==> src/rtl/fetch_queue.sv <==
// Instruction-fetch stage with a prefetch queue between imem and decode.
// Decode redirects flush the queue and fetch the target in the same cycle.
module fetch_queue #(
   parameter int              PC_W     = 10,
   parameter int              INSTR_W  = 32,
   parameter int              DEPTH    = 4,
   parameter logic [PC_W-1:0] RESET_PC = '0
) (
   input  logic                   clk,
   input  logic                   rst,
   output logic [PC_W-1:0]        imem_addr,
   output logic                   imem_req,
   input  logic [INSTR_W-1:0]     imem_rdata,
   input  logic                   redirect,
   input  logic [PC_W-1:0]        redirect_pc,
   input  logic                   deq,
   output logic                   out_valid,
   output logic [INSTR_W-1:0]     out_instr,
   output logic [PC_W-1:0]        out_pc,
   output logic [PC_W-1:0]        out_pcplus1,
   output logic [$clog2(DEPTH):0] count
);

   localparam int PW = $clog2(DEPTH);
   localparam int CW = PW + 1;

   logic [PC_W-1:0]    fpc;
   logic               infl;
   logic [PC_W-1:0]    infl_pc;
   logic [PW-1:0]      rd_ptr;
   logic [PW-1:0]      wr_ptr;
   logic [INSTR_W-1:0] q_instr [DEPTH];
   logic [PC_W-1:0]    q_pc    [DEPTH];

   logic [CW:0] credit;
   logic        room;
   logic        enq;
   logic        pop;

   // Credit counts the in-flight word but not a same-cycle dequeue, so the
   // queue can never be asked to hold more than DEPTH entries.
   assign credit = {1'b0, count} + (CW+1)'(infl);
   assign room   = credit < (CW+1)'(DEPTH);

   assign imem_req  = rst & (redirect | room);
   assign imem_addr = redirect ? redirect_pc : fpc;

   assign enq = infl & ~redirect;
   assign pop = deq & out_valid & ~redirect;

   assign out_valid   = (count != '0);
   assign out_instr   = out_valid ? q_instr[rd_ptr] : '0;
   assign out_pc      = out_valid ? q_pc[rd_ptr] : '0;
   assign out_pcplus1 = out_pc + PC_W'(1);

   always_ff @(posedge clk or negedge rst) begin
      if (!rst) begin
         fpc     <= RESET_PC;
         infl    <= 1'b0;
         infl_pc <= '0;
         rd_ptr  <= '0;
         wr_ptr  <= '0;
         count   <= '0;
      end else if (redirect) begin
         fpc     <= redirect_pc + PC_W'(1);
         infl    <= 1'b1;
         infl_pc <= redirect_pc;
         rd_ptr  <= '0;
         wr_ptr  <= '0;
         count   <= '0;
      end else begin
         if (room) begin
            fpc     <= fpc + PC_W'(1);
            infl    <= 1'b1;
            infl_pc <= fpc;
         end else begin
            infl <= 1'b0;
         end
         if (enq) wr_ptr <= wr_ptr + PW'(1);
         if (pop) rd_ptr <= rd_ptr + PW'(1);
         count <= count + CW'(enq) - CW'(pop);
      end
   end

   // Storage needs no reset: entries are only read while count is nonzero.
   always_ff @(posedge clk) begin
      if (enq) begin
         q_instr[wr_ptr] <= imem_rdata;
         q_pc[wr_ptr]    <= infl_pc;
      end
   end

endmodule
==> config.mk <==
export PLATFORM = sky130hd
export DESIGN_NAME = fetch_queue
export DESIGN_NICKNAME = d
export VERILOG_FILES = /design/src/rtl/fetch_queue.sv
export SDC_FILE = /design/constraint.sdc
export NUM_CORES = 1
export LEC_CHECK = 0
export CAP_MARGIN = 30
export CORE_ASPECT_RATIO = 0.7
export CORE_MARGIN = 2
export CORE_UTILIZATION = 45
export CTS_BUF_LIST = sky130_fd_sc_hd__clkbuf_2
export DETAILED_ROUTE_END_ITERATION = 7
export PLACE_DENSITY = 0.68
export SYNTH_ARGS = -nofsm -noshare
export SYNTH_HDL_FRONTEND = slang
export SYNTH_SLANG_ARGS = --single-unit
==> constraint.sdc <==
create_clock -name clk -period 2.8 [get_ports clk]
set_input_delay 0.28 -clock clk [delete_from_list [all_inputs] [get_ports clk]]
set_output_delay 0.28 -clock clk [all_outputs]
set_load 0.01 [all_outputs]
== Yosys cells after proc, flatten, opt, wreduce, memory -nomap -nowiden ==
Memory sizes are Yosys's and may differ from the RTL's.
Index checks and enable logic that the tools add are counted.

* Memory bits (writable): 168
* Memories kept: 2
* Output and inout port bits: 67
* Bits in registers: 28
* Bits of input ports: 46
* Logic and storage cells: 43

{| class="wikitable"
|+ Memories
! name !! words !! bits a word !! read ports !! clocked after Yosys merged registers in !! wr ports !! line !! source
|-
| q_instr || 4 || 32 || 1 || 0 || 1 || 32 || <nowiki>logic [INSTR_W-1:0] q_instr [DEPTH];</nowiki>
|-
| q_pc || 4 || 10 || 1 || 0 || 1 || 33 || <nowiki>logic [PC_W-1:0] q_pc [DEPTH];</nowiki>
|}

* Magnitude comparators: 1
* Mux-type cells: 16
* Bitwise gates (word level): 6
* Reduce and logical (&&, ||, !) cells: 4
* $add $sub $neg: 8

{| class="wikitable"
|+ Operator list
! operator !! count
|-
| 10-bit 2-to-1 mux || 6
|-
| 32-bit 2-to-1 mux || 1
|-
| 10-bit by 1-bit adder with 10-bit output (second input constant) || 3
|-
| 2-bit 2-to-1 mux || 4
|-
| 2-bit nonzero test || 3
|-
| 2-bit by 1-bit adder with 2-bit output (second input constant) || 2
|-
| 3-bit by 1-bit adder with 4-bit output || 1
|-
| 1-bit AND || 4
|-
| 4-bit by 3-bit less-than comparator with 1-bit output (second input constant) || 1
|-
| 1-bit 2-to-1 mux || 4
|-
| 3-bit by 1-bit adder with 3-bit output || 1
|-
| 3-bit 2-to-1 mux || 1
|-
| 3-bit nonzero test || 1
|-
| 3-bit by 1-bit subtractor with 3-bit output || 1
|-
| 1-bit NOT || 1
|-
| 1-bit OR || 1
|}

== Longest topological paths before layout ==
* Depth after elaboration: 5
* Gate-level depth with buffers: 12

== Worst setup path before layout ==
OpenSTA, ideal clock, no wires.

* Path type: input-to-reg
* From: input redirect
* To: memory q_instr[0][0], enable pin
* Setup slack: 0.367 ns
* Required time: 2.396 ns
* Path buffers: 3
* Setup time: 0.404 ns
* Data arrival time: 2.030 ns
* Stages on the path: 5
* Cells stage by stage: buf_4 buf_2 buf_2 nor2b_1 and2_1

* Longest elaborated chain between the ends: 4

{| class="wikitable"
|+ RTL lines
! item !! line !! source
|-
| start, declared || 14 || <nowiki>input logic redirect,</nowiki>
|-
| 1-bit NOT || 48 || <nowiki>assign enq = infl & ~redirect;</nowiki>
|-
| 1-bit AND || 48 ||
|-
| 1-bit 2-to-1 mux || 87 || <nowiki>if (enq) begin</nowiki>
|-
| 1-bit 2-to-1 mux (implied by the code) || 88 || <nowiki>q_instr[wr_ptr] <= imem_rdata;</nowiki>
|-
| end, declared || 32 ||
|}

Every way passes these cells.

== Final worst setup path ==
* From: register rd_ptr[0]
* To: output out_pcplus1[6]

* Longest elaborated chain between the ends: 3

{| class="wikitable"
|+ RTL lines
! item !! line !! source
|-
| start, declared || 30 || <nowiki>logic [PW-1:0] rd_ptr;</nowiki>
|-
| start signal, assigned || 80 || <nowiki>if (pop) rd_ptr <= rd_ptr + PW'(1);</nowiki>
|-
| memory 4 x 10 bit || n/a ||
|-
| 10-bit 2-to-1 mux || 53 || <nowiki>assign out_pc = out_valid ? q_pc[rd_ptr] : '0;</nowiki>
|-
| 10-bit by 1-bit adder with 10-bit output || 54 || <nowiki>assign out_pcplus1 = out_pc + PC_W'(1);</nowiki>
|-
| end, declared || 20 || <nowiki>output logic [PC_W-1:0] out_pcplus1,</nowiki>
|}

Every way passes these cells.

==> results.json <==
{
  "h-tree-depth": 4,
  "reg2reg_setup_slack_ns": 0.44,
  "design.core.area_um2": 17320,
  "grt_pass1_wl_um": 24540,
  "ir_drop_mv": 0.4858,
  "postSynthCellCount": 444,
  "synth_seq_cells": 196,
  "fmax_ghz": 0.3189,
  "synth-edff-count": 168,
  "rsz0062_at_grt": "true",
  "syn_area_um2": 8046,
  "drive_above_1_share": 0.3728,
  "clk_latency_ns": 0.76,
  "hp-start": "imem_rdata[6]",
  "worst_r2r_path_depth": 12,
  "min_path_type": "primary input to flop",
  "synth_xor_area_frac": 0.02068,
  "post_synth_num_cell_types": 36,
  "fin_hold_ws_ns": 0.1255,
  "fin_skew_ns": 0.03546,
  "pwr-share-seq": 0.413,
  "antenna_found_initial": 1,
  "grt_util_all_layers": 0.1772,
  "critPathKind": "flop to output pin",
  "worst_slack_ns": -0.3355,
  "grt_pass1_vias": 4540,
  "synth-async-reset-ratio": 0.1429,
  "dp_hpwl_um": 9690,
  "antenna_left": 0,
  "synthAdderAreaFrac": 0.01648,
  "p_per_area_nw_per_um2": 951.0,
  "rr_startpoint": "count[1]",
  "final_hold_viol_count": 0,
  "numClockSinks": 196,
  "worstPathArrival_ns": 2.86,
  "muxShareOfSynthArea": 0.1368,
  "p_leak_uw": 0.003721,
  "synth_top_family_by_area": "multiplexers",
  "power_switching_uw": 3155,
  "setup-tns-final_ns": -3.171,
  "seqCellArea_um2": 5752,
  "drv_cap": 0,
  "crit_fanout": 3,
  "seq_area_frac_synth": 0.7140,
  "cts_tree": "done",
  "synth_top_cell_by_area": "edfxtp_1",
  "avgViaCountPerCell": 5.174,
  "r2r-end": "count[2]",
  "final_max_slew_viol_count": 0,
  "min_path_cells": 1,
  "finalCritPeriodShare": 1.120,
  "die_area_um2": 18980,
  "pwr-share-comb": 0.448,
  "p_sw_frac": 0.3223,
  "yosysWarnings": 0,
  "synth_compound_area_frac": 0.02006,
  "synthTopCellsByArea": "edfxtp_1, mux4_2, dfrtp_1, and2_1, ha_1",
  "failed_checks": "negative setup slack",
  "clockRootBuffer": "clkbuf_2",
  "drc": 0,
  "status": "finished, violations left",
  "port_buffers": 112,
  "die_h_um": 115.9,
  "grt_max_degree": 43,
  "fillers": 1351,
  "initial_core_util": 0.4647,
  "syn-num-nets": 500,
  "routed_wirelength_um": 16130,
  "vias": 4434,
  "synth-simple-area-share": 0.06889,
  "area_growth_pct": 27.93,
  "worst_pin_slew_ns": 0.4818,
  "p_int_uw": 6634,
  "clk_pin_slew_ns": 0.26,
  "multi_input_area_um2": 2262,
  "cts_buffers": 17,
  "wire_per_inst_um": 18.82,
  "syn_area_per_cell_um2": 18.12,
  "startpoint_type": "flop",
  "fp-row-count": 40,
  "first_iter_violations": 318,
  "worst_setup_path_end_kind": "output pin",
  "clkPwrFrac": 0.139,
  "hold_end": "q_instr[1][6]",
  "synth_ff_type": "edfxtp_1",
  "layout_min_cycle_time_ns": 3.136,
  "max_slew_margin": 0.6696,
  "cts_max_path_buffers": 2,
  "final_core_util": 0.5944,
  "die_w_um": 163.8,
  "drtPass1Iterations": 4,
  "gr-total-overflow": 0,
  "ioPinCount": 113,
  "gp_congestion": 0.8013,
  "num-nets-final": 668,
  "setup_viol": 21,
  "synth_top_area_share": 0.6270,
  "required_ns": 2.52
}
[cell usage in the layout, fill, tap and decap left out, types with 8 or more instances in the layout]
master	n
clkdlybuf4s50_1	59
buf_2	22
buf_12	9
clkbuf_2	19
buf_4	25
buf_6	36
inv_1	15
and2_1	19
edfxtp_1	168
a21oi_1	17
and2_4	24
clkdlybuf4s15_2	9
mux2i_1	8
xnor2_1	9
nor2_1	26
mux4_2	42
dfrtp_1	25
[power by group through the flow]
| stage | Clock, uW | Combinational [uW] | Sequential (uW) |
|---|---|---|---|
| after floorplan | 0 | 2030 | 4040 |
| after global placement | 0 | 3740 | 4070 |
| after detailed placement | 0 | 3750 | 4120 |
| after CTS | 1410 | 4170 | 4050 |
| after global routing | 1550 | 4700 | 4100 |
| final | 1360 | 4380 | 4040 |
[kinds of logic after synthesis]
group,Yosys count
buf+inv,36
xor+xnor,19
compound gates,25
fa+ha+maj,10
flops,196
simple gates,102
mux,56
[area by class of cell]
cell class,instances,share of cell area
multi-input cells,212,0.2198
well taps,231,0.02808
diodes,1,0.0002431
clock inverters,14,0.01483
repair buffers,169,0.1637
inverters,16,0.005834
clock buffers,18,0.008752
flip-flops and latches,196,0.5588
[worst max-delay path by stage]
stage / start / endpoint / slack (ns) / cells after the start
final: rd_ptr[0] / out_pcplus1[6] / -0.34 / 8
after global routing: rd_ptr[0] / out_pcplus1[6] / -0.53 / 8
after CTS: rd_ptr[0] / out_pcplus1[6] / -0.36 / 8
after detailed placement: rd_ptr[0] / out_pcplus1[8] / 0.14 / 8
after global placement: rd_ptr[0] / out_pcplus1[8] / 0.18 / 8
after floorplan: redirect / q_instr[0][0] / 0.37 / 5
[routing by layer]
metal	GRT usage	up-vias	routed length, um
met5	0	-	0
met3	0.04689	16	724
li1	-	2026	-
met1	0.2295	2296	7152
met2	0.2938	96	8002
met4	0.06257	0	252
[Yosys cell counts, types with 2 or more instances]
cell,instances
edfxtp_1,168
and2_1,45
mux4_2,40
dfrtp_1,28
nor2_1,27
a21oi_1,18
inv_1,16
xnor2_1,12
ha_1,9
nand2_1,9
mux2i_1,8
clkbuf_1,7
nand3_1,7
xor2_1,7
buf_2,6
mux2_2,6
buf_4,5
nand3b_1,3
and2_4,2
mux4_1,2
nand4_1,2
nor2b_1,2
o21ai_0,2
[what timing repair did]
action                     4_1_cts  5_1_grt
hold buffers                     1        2
pin swaps                       32       15
gates cloned                     1        1
setup endpoints to repair       53       54
gates resized for setup        262       39
buffers inserted                23       17
hold endpoints to repair        28        7
[critical path, stage by stage, from the launching register on]
cell and delay [ns]:
dfrtp_4 0.57, buf_6 0.14, mux4_2 0.43, and2_4 0.19, ha_4 0.17, nand4_1 0.18
buf_4 0.17, xnor2_2 0.10, buf_2 0.15
[flip-flops by register name (all words and copies together) (netlist names)]
signal / cells
q_instr: 128
q_pc: 40
fpc: 10
infl_pc: 10
count: 3
rd_ptr: 2
wr_ptr: 2
infl: 1
[metrics by stage]
stage               instances  setup WS [ns]  total power (uW)  instance area, um^2
floorplan                 444         0.3666              6067                 8046
global placement          786         0.1805              7811                 9572
detailed placement        786         0.1364              7870                 9572
CTS                       842        -0.3641              9633                10120
global route              857        -0.5320             10350                10290
finish                    857        -0.3355              9790                10290
(Power assumes the default switching activity.)
==> patch: new RTL, same flow settings <==
Register the inputs `imem_rdata`, `redirect`, `redirect_pc` and `deq` before use, with the module's reset. The logic sees them one clock later.
--- a/src/rtl/fetch_queue.sv
+++ b/src/rtl/fetch_queue.sv
@@ -25,4 +25,23 @@
    localparam int CW = PW + 1;
 
+   logic [INSTR_W-1:0] imem_rdata_q;
+   logic redirect_q;
+   logic [PC_W-1:0] redirect_pc_q;
+   logic deq_q;
+
+   always_ff @(posedge clk or negedge rst) begin
+      if (!rst) begin
+         imem_rdata_q  <= '0;
+         redirect_q    <= '0;
+         redirect_pc_q <= '0;
+         deq_q         <= '0;
+      end else begin
+         imem_rdata_q  <= imem_rdata;
+         redirect_q    <= redirect;
+         redirect_pc_q <= redirect_pc;
+         deq_q         <= deq;
+      end
+   end
+
    logic [PC_W-1:0]    fpc;
    logic               infl;
@@ -43,9 +62,9 @@
    assign room   = credit < (CW+1)'(DEPTH);
 
-   assign imem_req  = rst & (redirect | room);
-   assign imem_addr = redirect ? redirect_pc : fpc;
+   assign imem_req  = rst & (redirect_q | room);
+   assign imem_addr = redirect_q ? redirect_pc_q : fpc;
 
-   assign enq = infl & ~redirect;
-   assign pop = deq & out_valid & ~redirect;
+   assign enq = infl & ~redirect_q;
+   assign pop = deq_q & out_valid & ~redirect_q;
 
    assign out_valid   = (count != '0);
@@ -62,8 +81,8 @@
          wr_ptr  <= '0;
          count   <= '0;
-      end else if (redirect) begin
-         fpc     <= redirect_pc + PC_W'(1);
+      end else if (redirect_q) begin
+         fpc     <= redirect_pc_q + PC_W'(1);
          infl    <= 1'b1;
-         infl_pc <= redirect_pc;
+         infl_pc <= redirect_pc_q;
          rd_ptr  <= '0;
          wr_ptr  <= '0;
@@ -86,5 +105,5 @@
    always_ff @(posedge clk) begin
       if (enq) begin
-         q_instr[wr_ptr] <= imem_rdata;
+         q_instr[wr_ptr] <= imem_rdata_q;
          q_pc[wr_ptr]    <= infl_pc;
       end
Behaviour: not the same (a bounded check fails within 4 cycles, from zero or initial values and one cycle with rst low).
==> patch against the unedited design <==
  * The run still ends with negative setup slack left
  * Clock skew grew 0.028 ns
  * Sequential power is 18% higher
  * Final area rose by 20%
  * Sequential cell count rose by 44
  * Worst setup slack improved by 0.26 ns
  * Via count up 19%
  * Power rose by 19%
  * Utilization grew 2.4 points
  * Wire length rose by 23%
  * Synthesized area is 15% higher
  * Largest power group is now registers
==> patch: results (changes against the unedited design) <==
n_diodes=0 (-1); biggest regs=q_instr (128), q_pc (40), imem_rdata_q (32); failing checks=negative setup slack; Final Core Density=61.8% (+2.4 points); Cells after DPL=874 (+11%); area share of xor/xnor cells in the synthesized design=1.61% (-0.46 points); combinational power=4.77 mW (+8.9%); GR Util met1=25.2% (+2.3 points); status=finished with violations; Final Setup Violations=27 (+29%); P_leak=4.75 nW (+28%); clock buf count=88 (+70); CTS Hold Buffers Added=47 (+46); ClkCell Share=4.02% (+1.7 points); Post-Syn Instances=492 (+11%); seq_cells=240 (+22%); HP Start=redirect_pc[0]; DR vias=5276 (+19%); most instantiated cells after synthesis=edfxtp_1, dfrtp_1, and2_1; routability congestion estimate=0.829 (+3.4%); ranking of synthesized cells by area=edfxtp_1, dfrtp_1, mux4_2, and2_1, nor2_1; Initial DRC Count=407 (+28%); setup bufs post-CTS=32 (+39%); max_slew headroom=64.5% (-2.5 points); global-route wire length before repair=31.2 mm (+27%); FF-to-FF Start=redirect_q; fraction of layout cells with a size suffix above 1=39.0% (+1.7 points); vias in the first global route=5805 (+28%); Clock Latency Late Sink=0.79 ns (+0.03 ns); Synth Area in Compound Gates=2.13% (+0.12 points); Setup Total Neg Slack=-0.779 ns (+2.39 ns); Seq area share=55.5% (-0.33 points); worst-path fanout max=7 (+4); count of non-CTS buffers in the layout=219 (+30%); routing usage on met3=5.46% (+0.78 points); mux cell area share after synthesis=11.6% (-2.1 points); Post-Synth Adder-Cell Area=1.44% (-0.21 points); Clock Pin Slew Worst Setup and Hold Paths=0.11 ns (-0.15 ns); DP Wirelength=11.5 mm (+18%); die footprint=0.0217 mm2 (+14%); setup ws final=-0.0790 ns (+0.257 ns); multi-input logic portion of the cell area=19.0% (-3.0 points); Met2 Wirelength=9.69 mm (+21%); met2 usage=31.6% (+2.3 points)
patch: cell types whose count changed in the layout (fill, tap and decap cells not counted), sizes merged, moves of 6 or more:
cell / change
dlygate4sd2: +6
dfrtp: +44
dlygate4sd3: +43
buf: +12
clkinv: +7
clkbuf: +68
clkdlybuf4s15: -7
patch: critical path: stages (launching register included):
cell	delay, ns
dfrtp_4	0.48
buf_16	0.15
mux4_2	0.57
buf_6	0.16
and2_4	0.17
xor2_2	0.14
buf_2	0.15
patch: final timing paths:
| kind | slack (ns) | endpoint | cells after the start |
|---|---|---|---|
| worst max-delay path | -0.08 | out_pcplus1[2] | 6 |
| worst min-delay path | 0.47 | redirect_pc_q[0] | 2 |
| worst max register to register | 0.35 | count[2] | 10 |
| worst min register to register | 0.48 | q_instr[2][20] | 0 |
| max in group asynchronous | 1.68 | imem_rdata_q[21] | 4 |
| min in group asynchronous | 0.56 | infl_pc[1] | 4 |
